===== config.mk =====
export PLATFORM = sky130hd
export DESIGN_NAME = sipo_deser
export DESIGN_NICKNAME = d
export VERILOG_FILES = /design/src/rtl/UART_pkg.sv /design/src/rtl/sipo_deser_bit_cnt.sv /design/src/rtl/sipo_deser.sv
export SDC_FILE = /design/constraint.sdc
export NUM_CORES = 1
export LEC_CHECK = 0
export BUFFER_PORTS_ARGS = -buffer_cell sky130_fd_sc_hd__buf_2
export CELL_PAD_IN_SITES_DETAIL_PLACEMENT = 0
export CELL_PAD_IN_SITES_GLOBAL_PLACEMENT = 2
export CORE_ASPECT_RATIO = 1.2
export CORE_MARGIN = 2
export CORE_UTILIZATION = 34
export CTS_CLUSTER_SIZE = 8
export DETAILED_ROUTE_END_ITERATION = 8
export HOLD_SLACK_MARGIN = 0.12
export PLACE_DENSITY_LB_ADDON = 0.1
export SLEW_MARGIN = 20
export SYNTH_ARGS = -nofsm -noshare
export SYNTH_HDL_FRONTEND = slang
export SYNTH_SLANG_ARGS = --single-unit

===== constraint.sdc =====
create_clock -name clk -period 2.2 [get_ports clk]
set_input_delay 0.33 -clock clk [delete_from_list [all_inputs] [get_ports clk]]
set_output_delay 0.33 -clock clk [all_outputs]
set_load 0.01 [all_outputs]

===== src/rtl/UART_pkg.sv =====
// Shared types for the serial-in / parallel-out deserializer: FSM state
// encoding, default word width and the default-width word type.
package UART_pkg;

  localparam int DW_DEFAULT = 8;

  typedef enum logic [1:0] {
    IDLE   = 2'd0,
    SHIFT  = 2'd1,
    PARITY = 2'd2,
    DONE   = 2'd3
  } state_t;

  typedef logic [DW_DEFAULT-1:0] word_t;

endpackage


===== src/rtl/sipo_deser_bit_cnt.sv =====
// Received-bit counter for sipo_deser; tc flags that the bit being sampled
// is the last data bit of the word.
module sipo_bit_cnt #(
  parameter int DW = 8
) (
  input  logic clk,
  input  logic rst,
  input  logic clr,
  input  logic inc,
  output logic tc
);

  localparam int              CW   = $clog2(DW);
  localparam logic [CW-1:0]   LAST = CW'(DW - 1);

  logic [CW-1:0] cnt_q;
  logic [CW-1:0] cnt_d;

  always_comb begin
    cnt_d = cnt_q;
    if (clr) begin
      cnt_d = '0;
    end else if (inc) begin
      cnt_d = cnt_q + CW'(1);
    end
  end

  always_ff @(posedge clk) begin
    if (!rst) begin
      cnt_q <= '0;
    end else begin
      cnt_q <= cnt_d;
    end
  end

  assign tc = (cnt_q == LAST);

endmodule


===== src/rtl/sipo_deser.sv =====
// Serial-to-parallel deserializer with optional parity bit, a one-deep
// output holding register, consumer acknowledge and sticky overrun flag.
module sipo_deser
  import UART_pkg::*;
#(
  parameter int DW         = DW_DEFAULT,
  parameter int MSB_FIRST  = 0,
  parameter int PARITY_EN  = 0,
  parameter int PARITY_ODD = 0
) (
  input  logic          clk,
  input  logic          rst,
  input  logic          start,
  input  logic          enb,
  input  logic          inp,
  input  logic          ack,
  output logic [DW-1:0] out,
  output logic          out_valid,
  output logic          busy,
  output logic          parity_err,
  output logic          overrun
);

  state_t        state_q, state_d;
  logic [DW-1:0] shreg_q, shreg_d;
  logic [DW-1:0] out_q, out_d;
  logic          out_valid_q, out_valid_d;
  logic          parity_err_q, parity_err_d;
  logic          overrun_q, overrun_d;
  logic          perr_samp_q, perr_samp_d;
  logic          cnt_clr, cnt_inc, cnt_tc;
  logic [DW-1:0] shifted;

  generate
    if (MSB_FIRST != 0) begin : g_msb_first
      assign shifted = {shreg_q[DW-2:0], inp};
    end else begin : g_lsb_first
      assign shifted = {inp, shreg_q[DW-1:1]};
    end
  endgenerate

  sipo_bit_cnt #(
    .DW (DW)
  ) u_bit_cnt (
    .clk (clk),
    .rst (rst),
    .clr (cnt_clr),
    .inc (cnt_inc),
    .tc  (cnt_tc)
  );

  always_comb begin
    state_d      = state_q;
    shreg_d      = shreg_q;
    out_d        = out_q;
    out_valid_d  = out_valid_q;
    parity_err_d = parity_err_q;
    overrun_d    = overrun_q;
    perr_samp_d  = perr_samp_q;
    cnt_clr      = 1'b0;
    cnt_inc      = 1'b0;

    if (ack && out_valid_q) begin
      out_valid_d = 1'b0;
    end

    case (state_q)
      IDLE: begin
        if (start) begin
          shreg_d = '0;
          cnt_clr = 1'b1;
          state_d = SHIFT;
        end
      end
      SHIFT: begin
        if (start) begin
          shreg_d = '0;
          cnt_clr = 1'b1;
        end else if (enb) begin
          shreg_d = shifted;
          cnt_inc = 1'b1;
          if (cnt_tc) begin
            state_d = (PARITY_EN != 0) ? PARITY : DONE;
          end
        end
      end
      PARITY: begin
        if (start) begin
          shreg_d = '0;
          cnt_clr = 1'b1;
          state_d = SHIFT;
        end else if (enb) begin
          perr_samp_d = ((^shreg_q) ^ inp) != (PARITY_ODD != 0);
          state_d     = DONE;
        end
      end
      DONE: begin
        // The new word always wins; only an unacknowledged old word is lost.
        out_d        = shreg_q;
        parity_err_d = (PARITY_EN != 0) ? perr_samp_q : 1'b0;
        if (out_valid_q && !ack) begin
          overrun_d = 1'b1;
        end
        out_valid_d  = 1'b1;
        state_d      = IDLE;
      end
      default: begin
        state_d = IDLE;
      end
    endcase
  end

  always_ff @(posedge clk) begin
    if (!rst) begin
      state_q      <= IDLE;
      shreg_q      <= '0;
      out_q        <= '0;
      out_valid_q  <= 1'b0;
      parity_err_q <= 1'b0;
      overrun_q    <= 1'b0;
      perr_samp_q  <= 1'b0;
    end else begin
      state_q      <= state_d;
      shreg_q      <= shreg_d;
      out_q        <= out_d;
      out_valid_q  <= out_valid_d;
      parity_err_q <= parity_err_d;
      overrun_q    <= overrun_d;
      perr_samp_q  <= perr_samp_d;
    end
  end

  assign out        = out_q;
  assign out_valid  = out_valid_q;
  assign busy       = (state_q != IDLE);
  assign parity_err = parity_err_q;
  assign overrun    = overrun_q;

endmodule


# Yosys cells after proc, flatten, opt, wreduce, memory -nomap -nowiden
# Cells that the tools add are included.
dict set report classes {
  n_addsub 1
  eq_ne 11
  mux 18
  n_bitwise 1
  reduce_logical 13
}
# operator n
set op_table {}
lappend op_table {{$mux W8} 3}
lappend op_table {{$pmux W8 S2} 1}
lappend op_table {{$mux W2} 6}
lappend op_table {{$ne A2 B2 Y1 const B} 4}
lappend op_table {{$pmux W2 S4} 1}
lappend op_table {{$mux W1} 7}
lappend op_table {{$ne A3 B3 Y1 const B} 2}
lappend op_table {{$reduce_bool A2 Y1} 3}
lappend op_table {{$reduce_and A5 Y1} 1}
lappend op_table {{$eq A2 B2 Y1 const B} 2}
lappend op_table {{$reduce_or A2 Y1} 2}
lappend op_table {{$add A3 B1 Y3 const B} 1}
lappend op_table {{$eq A3 B3 Y1 const B} 1}
lappend op_table {{$reduce_and A3 Y1} 1}
lappend op_table {{$reduce_or A3 Y1} 1}
lappend op_table {{$eq A2 B1 Y1 const B} 1}
lappend op_table {{$logic_and A1 B1 Y1} 2}
lappend op_table {{$logic_not A2 Y1} 1}
lappend op_table {{$ne A2 B1 Y1 const B} 1}
lappend op_table {{$reduce_and A2 Y1} 1}
lappend op_table {{$logic_not A1 Y1} 1}
lappend op_table {{$not A1 Y1} 1}
dict set report totals {
  reg_bits 23
  inputBits 6
  out_inout_bits 12
  word_cells 50
}

# Depth between registers and ports, before layout
# Gate-level depths: netlist of the first run.
dict set report logic_depth {
  word_depth 5
  depth_mapped 5
  ltp_nobuf 5
}

# Modules after synthesis
# A second synthesis of the first run with hierarchy kept.
dict set report unflattened {
  cells_unflattened 108
  hier_area_um2 988.4
}
# mod instances cells_per_inst area_each_um2 seq_area_each_um2
set by_module_without_submodules {}
lappend by_module_without_submodules {sipo_deser 1 96 857.1 400.4}
lappend by_module_without_submodules {sipo_bit_cnt 1 12 131.4 60.1}

# Worst setup path after synthesis of the first run
# Ideal clock, no wire load.
dict set report synth_path {
  path_kind {input port to flip-flop}
  start {input port start}
  end {register u_bit_cnt.cnt_q[1]}
  setup_time_ns 0.126
  arrival_time_ns 0.991
  required_time_ns 2.074
  slack_ns 1.083
  path_stages 4
  path_buffers 1
  path_cell_list {and4bb_4 buf_8 mux2i_1 nor2_1}
}
dict set report synth_via {
  elab_chain_len 3
  word_cells_on_any_way 5
  classes_between {mux: 4; reduce/logical: 1}
}
# element line_no
set synth_rtl {}
lappend synth_rtl {{start: declaration} sipo_deser.sv:13} ;# input logic start,
lappend synth_rtl {{$mux W1} {sipo_deser.sv:69, sipo_deser.sv:76, sipo_deser.sv:88}}
lappend synth_rtl {{$mux W1} --}
lappend synth_rtl {{$reduce_or A2 Y1 (no source line)} --}
lappend synth_rtl {{end signal: assignment} sipo_deser_bit_cnt.sv:32} ;# cnt_q <= cnt_d;
lappend synth_rtl {{end: declaration} sipo_deser_bit_cnt.sv:16} ;# logic [CW-1:0] cnt_q;
# Several ways; a longest one is shown, not always the timed one.
# A chain may end at the register's enable or synchronous reset.

# Worst setup path after layout of the first run
dict set report layout_path {
  start {register state_q[0]}
  end {output port busy}
}
dict set report layout_via {
  elab_chain_len 1
}
# element line_no
set layout_rtl {}
lappend layout_rtl {{start: declaration} sipo_deser.sv:24} ;# state_t state_q, state_d;
lappend layout_rtl {{start signal: assignment} sipo_deser.sv:123} ;# state_q <= state_d;
lappend layout_rtl {{$reduce_bool A2 Y1} sipo_deser.sv:135} ;# assign busy = (state_q != IDLE);
lappend layout_rtl {{end: declaration} sipo_deser.sv:19} ;# output logic busy,
# Every way passes these cells.

==> results of run 1 <==
==> critical path, cell delays in order (launching register included) <==
cell,delay (ns)
sky130_fd_sc_hd__dfxtp_1,0.38
sky130_fd_sc_hd__or2_2,0.30
sky130_fd_sc_hd__buf_2,0.14
==> metal layers <==
metal	vias up	wire, um	GRT usage [%]
met5	-	0	0
met4	0	15	6.77
met3	2	55	2.18
met2	9	806	19.3
met1	317	843	15.6
li1	370	-	-
==> stage by stage <==
stage | hold WS (ns) | worst slack [ns] | area, sq um | util (%) | std cells
after floorplan | 0.427 | 1.08 | 942 | - | 105
after global placement | 0.438 | 0.874 | 1010 | 39.2 | 147
after detailed placement | 0.444 | 0.823 | 1010 | 39.2 | 147
after CTS | 0.243 | 0.729 | 1040 | 40.2 | 151
after global routing | 0.261 | 0.652 | 1040 | 40.2 | 151
final | 0.252 | 0.745 | 1040 | 40.2 | 151
==> power groups by stage <==
stage,clock [uW],combinational (uW),sequential (uW)
floorplan,0,23.1,430
global placement,0,31.2,430
detailed placement,0,31.0,430
CTS,204,31.1,421
global route,218,34.6,422
finish,192,30.3,421
==> final cells by class <==
cell class / count / area, sq um / share of cell area [%]
clock buffer: 4 / 26.3 / 2.53
inverter: 2 / 7.51 / 0.724
multi-input combinational: 73 / 422 / 40.7
sequential: 23 / 460 / 44.4
tap: 33 / 41.3 / 3.98
timing repair buffer: 16 / 80.1 / 7.72
==> Yosys cell counts, drive strengths merged, types with 2 or more instances <==
master	count
nand2	26
dfxtp	23
a21boi	17
o21ai	10
nor2	5
buf	4
clkbuf	3
ha	2
inv	2
mux2i	2
==> worst paths after layout <==
kind | to | slack (ns) | depth (start not counted)
setup / recovery | busy | 0.75 | 2
hold / removal | shreg_q[7] | 0.25 | 3
setup reg to reg | u_bit_cnt.cnt_q[0] | 0.82 | 3
hold reg to reg | out[7] | 0.46 | 2
==> flip-flops by register name, indices dropped and copies added, names as in the netlist <==
register         flops
u_bit_cnt.cnt_q      3
shreg_q              8
state_q              2
out                  8
out_valid            1
overrun              1
==> cells by family after synthesis <==
| group | Yosys count |
|---|---|
| multiplexers | 2 |
| AND/OR/NAND/NOR | 37 |
| adder cells (fa/ha/maj) | 2 |
| XOR/XNOR | 1 |
| other | 1 |
| buffers and inverters | 9 |
| AO/OA/AOI/OAI | 30 |
| flip-flops | 23 |
==> reports/results.txt, run 1 <==
The DRC violation count after routing was 0; the fraction of registers with async set or reset after synthesis was 0%. For the worst-case clock buffer depth, the log shows 2. The post-synthesis to final-layout area growth works out to 10.1%.

Once the clock tree was built, the setup fixing pass inserted 0 buffers. Setup total negative slack on the finished layout was measured at 0 ns. The run gives 0 as the number of max-slew violations in the final report. The synthesized design spends more area on one cell type than any other, namely sky130_fd_sc_hd__dfxtp_1. The logs give 105 for the synthesized instance count and 0 for the number of hold violations in the final report. Leaving out fill and tap cells, the most frequent cells in the layout are sky130_fd_sc_hd__nand2_1 (26), sky130_fd_sc_hd__dfxtp_1 (23), sky130_fd_sc_hd__a21boi_1 (16), sky130_fd_sc_hd__buf_2 (16), sky130_fd_sc_hd__o21ai_0 (8). Sequential cells burn 65.5% of the power. The run finished with clean final reports.

Summing the areas of all and, or, nand and nor instances in the mapped netlist gives 17.7% of the synthesized area. The row count was 20. The tools report the number of distinct library cell variants in the gate-level netlist after synthesis as 25. TritonCTS built the clock tree.

Across every metal layer, demand over resource in global routing totals 12.2%. After the last flow step, the layout net total stands at 127. Cells with a size suffix above 1 make up 17.8% of the layout.

The maximum achievable frequency is 687 MHz, and the number of I/O port buffers is 16. Global-route wire length before repair: 2860 um. Summing internal, switching and leakage power gives 643 uW. Among all flip-flop cells after synthesis, the most frequent one is sky130_fd_sc_hd__dfxtp_1. The switching portion of total power was 21.9%; the number of warnings issued by yosys was 0.

After Yosys synthesis, XOR and XNOR cells account for 0.930% of the synthesized area. The number of synthesized register bits was 23. The run gives 0 as the final antenna diode count.

The tools report the count of cells resized by post-cts repair as 0. The average instance in the mapped netlist occupies 8.97 sq um. The clock-pin slew on the worst setup and hold paths was 0.12 ns. Of the total synthesized cell area, the portion taken by full adders, half adders and majority gates is 2.66%.

The total I/O pin count was 18; the floorplan die width was 52.1 um. In this run the most critical hold path is launched from inp. Class of the worst hold path: in2reg. The net switching component of the power is 141 uW.

Measured against its own limit, the worst slew margin works out to 59.9%. The first routing iteration left 6 violations. In the final routed layout, each cell accounts on average for 11.4 um.

The HPWL after detailed placement is 1130 um, and the sequential element share of the synthesized area is 48.9%. IR analysis of the VDD net gives a maximum drop of 0.333 mV. The tools report the number of antenna violations at the first check in global routing as 0. The worst-path maximum fanout works out to 8. The clock root buffer master is sky130_fd_sc_hd__clkbuf_4. The routed wire length was 1720 um; the share of Yosys cell area claimed by the top area cell type was 48.9%.

For the required time reported for the critical path endpoint, the log shows 1.87 ns. The tool flagged a number of max-cap violations equal to 0. Setup repair after global routing left no endpoint under its margin. The tools report the worst path arrival time as 1.12 ns. Combinational logic burns 4.7% of the power. The first detailed-routing pass took 4 iterations. The most critical setup path has its startpoint at state_q[0]. The logs give 36.6% for the initial cell density of the core and 0 for the count of final setup violators. The final critical path time including I/O delays and setup is 1.45 ns, and the final critical-path share of the clock period is 66.1%. The tools report the placer congestion estimate as 0.652. The run gives 294 as the number of filler cells placed in the layout. CTS saw 23 sinks.

By area, the combinational part of the netlist is dominated by compound AO/OA/AOI/OAI gates. For the post-route antenna net violation count, the log shows 0. Number of clock buffers inserted by TritonCTS: 3. The worst-skew pair later-pin latency is 0.30 ns. Level count of the clock H-tree: 1. The number of nets in the synthesized netlist was 113. Global routing finished with a remaining overflow of 0.

Multiplexer cells account for 2.12% of the synthesized area. The tools report the area of the core as 2580 sq um. The worst setup path is of the reg2out kind.

The leakage power total is 0.000406 uW. For the pin with the worst max-slew slack, the measured transition is 0.602 ns. By area the synthesized netlist is led by sky130_fd_sc_hd__dfxtp_1 (49%), sky130_fd_sc_hd__a21boi_1 (13%), sky130_fd_sc_hd__nand2_1 (10%).

The tools report the beginning of the worst register-to-register path as state_q[0]. The detailed-route vias per instance is 4.62. The worst clock skew is 0.00259 ns, and the number of enable flip-flop cells after synthesis is 0. The mapped netlist covers 942 sq um.

The share of total power dissipated in the clock network is 29.8%. The run gives 698 as the total number of vias. Summing the areas of all compound-gate instances in the mapped netlist gives 21.0% of the synthesized area.

Internal power comes to 503 uW. The floorplan step defined a die boundary enclosing 3210 sq um. The worst setup path is captured at a primary output.

The kind of start point of the critical path was a flip-flop. The vertical die dimension was 61.7 um. The via count of the first global-routing pass was 627; the total power per unit cell area was 620 nW/um^2. The tools report the largest net degree at the start of global routing as 22. The library cell used most frequently in the layout, excluding fill and tap cells, is sky130_fd_sc_hd__nand2_1. In this run, post-CTS hold repair placed 0 buffers.
Power figures use the tool's default switching activity.
==> run 2, diff against run 1 <==
--- a/config.mk
+++ b/config.mk
@@ -10,7 +10,7 @@
 export CELL_PAD_IN_SITES_GLOBAL_PLACEMENT = 2
 export CORE_ASPECT_RATIO = 1.2
 export CORE_MARGIN = 2
-export CORE_UTILIZATION = 34
+export CORE_UTILIZATION = 31
 export CTS_CLUSTER_SIZE = 8
 export DETAILED_ROUTE_END_ITERATION = 8
 export HOLD_SLACK_MARGIN = 0.12
==> constraint.sdc (replaced) <==
create_clock -name clk -period 1.5 [get_ports clk]
set_input_delay 0.225 -clock clk [delete_from_list [all_inputs] [get_ports clk]]
set_output_delay 0.225 -clock clk [all_outputs]
set_load 0.01 [all_outputs]
==> reports/results.txt, run 2 (synthesis results as in run 1) <==
The flow ran to the end, and the final reports show no timing, DRC or antenna violations. The detailed router placed 686 vias in this run. For this run, the share of the core covered by cells in the final layout is 37.2%. Most common library cell in the layout ignoring fill and taps: sky130_fd_sc_hd__nand2_1. The layer flagged by global routing as most heavily used is met2. No sink is reached through more buffers than the 2 on the longest clock path. The cell depth of the worst hold path is 3, and the total global routing track utilization is 11.3%.

In the routed design, unresolved DRC markers number 0. Across the routed clock network, the largest skew measured is 0.0142 ns. The number of max-cap violations is 0. Wires add up to 1700 um. In this run the standard cell core region covers 2840 sq um. The signal on the critical path passes through or2_2 -> buf_2.

The most critical setup path has its endpoint at busy. The maximum single-stage delay on the critical path was 0.38 ns; the die area was 3500 sq um. The worst register-to-register path ends at u_bit_cnt.cnt_q[1].

The clock period could shrink to 1.35 ns. The capturing element type of the critical path is a primary output. The count of final setup violators was 0. Cell with the biggest individual delay on the critical path: sky130_fd_sc_hd__dfxtp_1.

The fraction of met1 tracks used by global routing was 15.4%; the setup fix buffers added after clock tree synthesis was 0. The worst-path maximum fanout was 8; the worst path arrival time was 1.13 ns. In the global route stage, met2 resource usage came out at 16.1%.

The kind of start point of the critical path was a flip-flop. The level count of the clock H-tree was 1. The repair_antennas step left the layout with diodes totalling 0.

The fraction of final layout cells sized beyond drive strength 1 works out to 20.0%. In this run the count of I/O pins placed on the die edge is 18. In this run the power density over the cells is 905 nW/um^2.

Number of hold buffers added after CTS: 0. In the layout the commonest cells are sky130_fd_sc_hd__nand2_1 (26), sky130_fd_sc_hd__dfxtp_1 (23), sky130_fd_sc_hd__a21boi_1 (16), sky130_fd_sc_hd__buf_2 (16), sky130_fd_sc_hd__o21ai_0 (8). The cell depth of the worst flop-to-flop path is 4, and the post-route worst setup slack is 0.146 ns. In this run the tool buffered the top-level ports with 16 buffer cells.

For the row count, the log shows 21. The net count of the finished layout is 129. The detailed-route vias per instance was 4.45.

The class of the most critical setup path is reg2out. The count of cells resized by post-cts repair was 0. Entering global routing, the biggest net connects 22 pins. The required time reported for the critical path endpoint was 1.27 ns. The area growth from synthesis to layout is 12.0%. The setup slack of the most critical reg-to-reg path came out at 0.30 ns. Timing would allow up to 739 MHz.

The run gives 0 as the global-route congestion overflow total. The critical path starts at state_q[0]. After clock tree synthesis, the clock-pin slew on the worst setup and hold paths is 0.14 ns.

In the final routed layout, each cell accounts on average for 11.0 um. The run gives 3 as the number of clock buffers inserted by TritonCTS. Registers take 460 sq um. The worst slack at placement came out at 0.285 ns.

The class of the worst hold path was in2reg. The worst path uses 90.2% of the clock period. In this run the remaining antenna-violating nets after routing total 0. The setup TNS was 0 ns; the global-route wire length before repair was 2840 um. Setup repair after global routing left no endpoint under its margin.

In this run the clock root is driven by a sky130_fd_sc_hd__clkbuf_4. Vertical die dimension: 64.4 um. The HPWL after detailed placement is 1160 um. After the first detailed-routing iteration, the DRC count stood at 8.

The die is 54.3 um wide. The run gives 0 as the number of max-slew violations in the final report. The number of hold violations in the final report came out at 0. The beginning of the worst register-to-register path is state_q[0]. The met3 global-route usage is 2.10%, and the initial cell density of the core is 33.2%. In this run the static leakage power is 0.000419 uW. For the worst-skew pair, the clock arrives at the later sink with an insertion delay of 0.31 ns. For the number of clock sinks, the log shows 23. TritonCTS built the clock tree.

The tools report the via count of the first global-routing pass as 655. The highest ir drop seen on vdd was 0.398 mV; the number of antenna violations at the first check in global routing was 0. In the final layout, the multi-input gates occupy 422 sq um. The number of search-and-repair iterations in the first detailed-routing pass came out at 4.

Fill cells in the final layout number 303. For the placer congestion estimate, the log shows 0.676.
-- run 2: changes by cell type in the layout (fill, tap and decap cells not counted), sizes merged --
cell | previous run | this run
clkinv | 0 | 1
buf | 16 | 18
clkbuf | 4 | 3
-- run 2: worst max-delay path, delay by kind of cell, from the launching register on --
| kind | cells | cell delay (ns) |
|---|---|---|
| buf+inv | 1 | 0.14 |
| flops | 1 | 0.38 |
| simple gates | 1 | 0.31 |
-- run 2: per-layer routing --
layer / vias up / part of all wire (%)
li1: 378 / -
met1: 295 / 52
met2: 11 / 44
met3: 2 / 2.9
met4: 0 / 1.4
met5: - / 0
-- run 2: cell type report --
class | count | area share (%)
Sequential cell | 23 | 43.7
Multi-Input combinational cell | 73 | 40.0
Timing Repair Buffer | 18 | 9.02
Tap cell | 34 | 4.03
Clock buffer | 3 | 2.14
Inverter | 2 | 0.712
Clock inverter | 1 | 0.474
-- run 2: report_power, final --
group          total [uW]  internal (uW)  leakage, uW  switching, uW
clock network         289           99.5    0.0000177            190
registers             618            614     0.000186           3.92
logic                47.2           22.1     0.000216           25.1
total                 954            736     0.000419            219
-- run 2: how the worst min path moves through the flow --
stage | to | from | slack (ns)
2_1_floorplan | shreg_q[7] | inp | 0.36
3_3_place_gp | out[0] | out[0] | 0.44
3_5_place_dp | out[3] | out[3] | 0.44
4_1_cts | shreg_q[7] | inp | 0.12
5_1_grt | shreg_q[7] | inp | 0.14
6_report | shreg_q[7] | inp | 0.14
-- run 2: stage by stage --
stage | power [uW] | instances | instance area [sq um] | hold slack [ns]
finish | 954 | 154 | 1050 | 0.138
floorplan | 664 | 105 | 942 | 0.364
global route | 1010 | 154 | 1050 | 0.140
global placement | 680 | 150 | 1030 | 0.438
CTS | 977 | 154 | 1050 | 0.121
detailed placement | 679 | 150 | 1030 | 0.443
==> run 3, diff against run 2 <==
--- a/config.mk
+++ b/config.mk
@@ -5,12 +5,13 @@
 export SDC_FILE = /design/constraint.sdc
 export NUM_CORES = 1
 export LEC_CHECK = 0
+export ABC_AREA = 1
 export BUFFER_PORTS_ARGS = -buffer_cell sky130_fd_sc_hd__buf_2
 export CELL_PAD_IN_SITES_DETAIL_PLACEMENT = 0
 export CELL_PAD_IN_SITES_GLOBAL_PLACEMENT = 2
 export CORE_ASPECT_RATIO = 1.2
 export CORE_MARGIN = 2
-export CORE_UTILIZATION = 31
+export CORE_UTILIZATION = 30
 export CTS_CLUSTER_SIZE = 8
 export DETAILED_ROUTE_END_ITERATION = 8
 export HOLD_SLACK_MARGIN = 0.12
==> reports/results.txt, run 3 <==
For the final routed database, the setup TNS stands at 0 ns. The detailed router placed 823 vias in this run. The run gives 0.243 ns as the worst slack at placement. The number of nets in the synthesized netlist is 134.

Setup violations remaining at the end of the flow were counted as 0. The leakage power total is 0.000503 uW. Synthesis handed over a netlist of 126 instances. Registers take 460 sq um. Before antenna repair, the detailed router went through 2 iterations.

After synthesis the cells add up to 976 sq um. The detailed router finished its first iteration with 6 violations. The setup fix buffers added after clock tree synthesis came out at 0. The total area inside the core boundary comes to 3080 sq um.

The share of Yosys cell area claimed by the top area cell type came out at 47.2%. Across the run, the number of max-cap violations was 0. The class of the worst hold path is in2reg.

The total overflow left after global routing is 0. The fraction of final layout cells sized beyond drive strength 1 is 18.3%, and the worst-path maximum fanout is 7. The worst setup path is captured at a primary output. The clock passes through at most 2 buffers. Setup repair after global routing left no endpoint under its margin.

For this run, asynchronously set or reset flops after synthesis account for 0%. Global routing used 11.6% of the available tracks across all layers. The number of clock sinks is 23, and the routed wire length is 2000 um. Clock tree synthesis inserted a total of 3 buffers. Final critical path time including I/O delays and setup: 1.36 ns. The run gives 1.27 ns as the required time reported for the critical path endpoint. TritonCTS built the clock tree.

Number of nets in the layout: 151. The area of all placed cells without fillers is 1080 sq um. The kind of start point of the critical path was a flip-flop.

At the end of routability-driven placement, the weighted congestion stood at 0.759. The final antenna diode count is 0, and the number of enable flip-flop cells after synthesis is 0. The worst clock skew was 0.00453 ns; the average detailed-routed wire length per instance was 11.2 um. In the routed layout, each cell is associated on average with a via count of 4.62. The run gives 173 as the cell count after placement.

The logs give 0.137 ns for the post-route worst setup slack and 823 for the via count of the first global-routing pass. The floorplan step defined a die boundary enclosing 3730 sq um. During placement, the flow inserted port buffers numbering 16. The worst register-to-register path has a setup slack of 0.23 ns. Clock-pin slew was measured on the worst setup and hold paths at 0.13 ns. For the worst setup path, the data arrival time is 1.14 ns.

The library cells used most frequently in the layout, excluding fill and tap cells, are sky130_fd_sc_hd__nand2_1 (23), sky130_fd_sc_hd__dfxtp_1 (23), sky130_fd_sc_hd__a21oi_1 (20). The wire-length estimate of the detail-placed layout is 1420 um. After detailed routing, the number of remaining DRC violations is 0. Derived from the worst setup path, the maximum achievable clock frequency is 733 MHz.

The worst path uses 90.9% of the clock period. The average cell area after synthesis is 7.75 sq um. The number of max-slew violations in the final report came out at 0.

The total I/O pin count was 18. The post-synthesis to final-layout area growth is 11.0%, and the worst-skew pair later-pin latency is 0.32 ns. The run finished with clean final reports. Yosys mapped the design onto 20 distinct sky130hd cell types. The level count of the clock H-tree is 1. Once the floorplan was initialized, standard cells occupied 31.7% of the core.

Across the VDD grid, the largest voltage drop is 0.517 mV. The logs give 22 for the row count and 408 sq um for the footprint of the multi-input gates. The global-route wire length before repair was 3370 um; the final cell count without fillers was 178. Power spread over the standard cell area amounts to 940 nW/um^2. Top cell type by total area after synthesis: sky130_fd_sc_hd__dfxtp_1. The tools report the largest net degree at the start of global routing as 20. The class of the most critical setup path is reg2out.

Counting flops and latches in the post-synthesis netlist gives 23. The detail route stage leaves a number of antenna-violating nets equal to 0. In the synthesized netlist, the cells that appear most often are sky130_fd_sc_hd__dfxtp_1 (23), sky130_fd_sc_hd__nand2_1 (23), sky130_fd_sc_hd__a21oi_1 (20). The most used flip-flop cell after synthesis is sky130_fd_sc_hd__dfxtp_1. Summing the sequential cell areas from Yosys gives 47.2% of the chip area.

In the post-synthesis netlist, the biggest area contributors are sky130_fd_sc_hd__dfxtp_1 (47%), sky130_fd_sc_hd__a21oi_1 (10%), sky130_fd_sc_hd__nand2_1 (8.8%). The vertical die dimension was 66.5 um. Clock tree synthesis selected as its root buffer the cell sky130_fd_sc_hd__clkbuf_4. The floorplan die width came out at 56.1 um. The logs give 1050 sq um for the cell area reported after detailed placement and 0 for the number of antenna violations at the first check in global routing. The number of filler cells placed in the layout was 334; the number of warnings issued by yosys was 0. The tools report the number of hold violations in the final report as 0.
[run 3: kinds of logic (layout without fill, tap and decap cells)]
logic type,count (synthesis),in the layout,share of synthesized area [%]
AOI/OAI and AO/OA,33,33,17.4
adders and majority gates,2,2,2.56
buffers and inverters,19,35,11.0
DFF,23,23,47.2
other,1,1,0.384
and+or+nand+nor,48,48,21.4
[run 3: power breakdown]
| part | switching [uW] | internal [uW] |
|---|---|---|
| clock | 197 | 99.9 |
| combinational | 59.7 | 30.0 |
| sequential | 7.36 | 625 |
| total | 265 | 754 |
[run 3: repair_timing]
action	in CTS	in global routing
gates resized for setup	0	0
hold buffers	1	0
endpoints found under the setup margin	0	0
endpoints found under the hold margin	1	0
[run 3: worst paths after layout]
check	end	cells past startpoint	startpoint
worst max-delay path	busy	2	state_q[0]
worst min-delay path	out_valid	4	ack
worst max register to register	u_bit_cnt.cnt_q[0]	4	state_q[1]
worst min register to register	out[0]	2	shreg_q[0]
[run 3: final cells by class]
type | instances | area share [%]
well taps | 36 | 4.16
multi-input cells | 84 | 37.6
repair buffers | 17 | 8.31
flip-flops and latches | 23 | 42.5
clock inverters | 1 | 0.462
inverters | 14 | 4.85
clock buffers | 3 | 2.08
[run 3: layer usage]
| metal | part of all wire, % | track usage (%) | vias to the layer above |
|---|---|---|---|
| met5 | 0 | 0 | - |
| met1 | 43 | 12.6 | 371 |
| met2 | 51 | 21.0 | 10 |
| met4 | 2.4 | 6.55 | 0 |
| li1 | - | - | 436 |
| met3 | 2.9 | 2.33 | 6 |
[run 3: critical path: stages, from the launching register on]
cell and delay, ns:
sky130_fd_sc_hd__dfxtp_1 0.38, sky130_fd_sc_hd__or2_2 0.30, sky130_fd_sc_hd__buf_2 0.14
[run 3: per-stage QoR]
stage | util [%] | total power (uW) | hold slack (ns)
after floorplan | - | 720 | 0.363
after global placement | 33.9 | 735 | 0.448
after detailed placement | 33.9 | 735 | 0.452
after CTS | 35.1 | 1040 | 0.141
after global routing | 35.1 | 1080 | 0.157
final | 35.1 | 1020 | 0.149
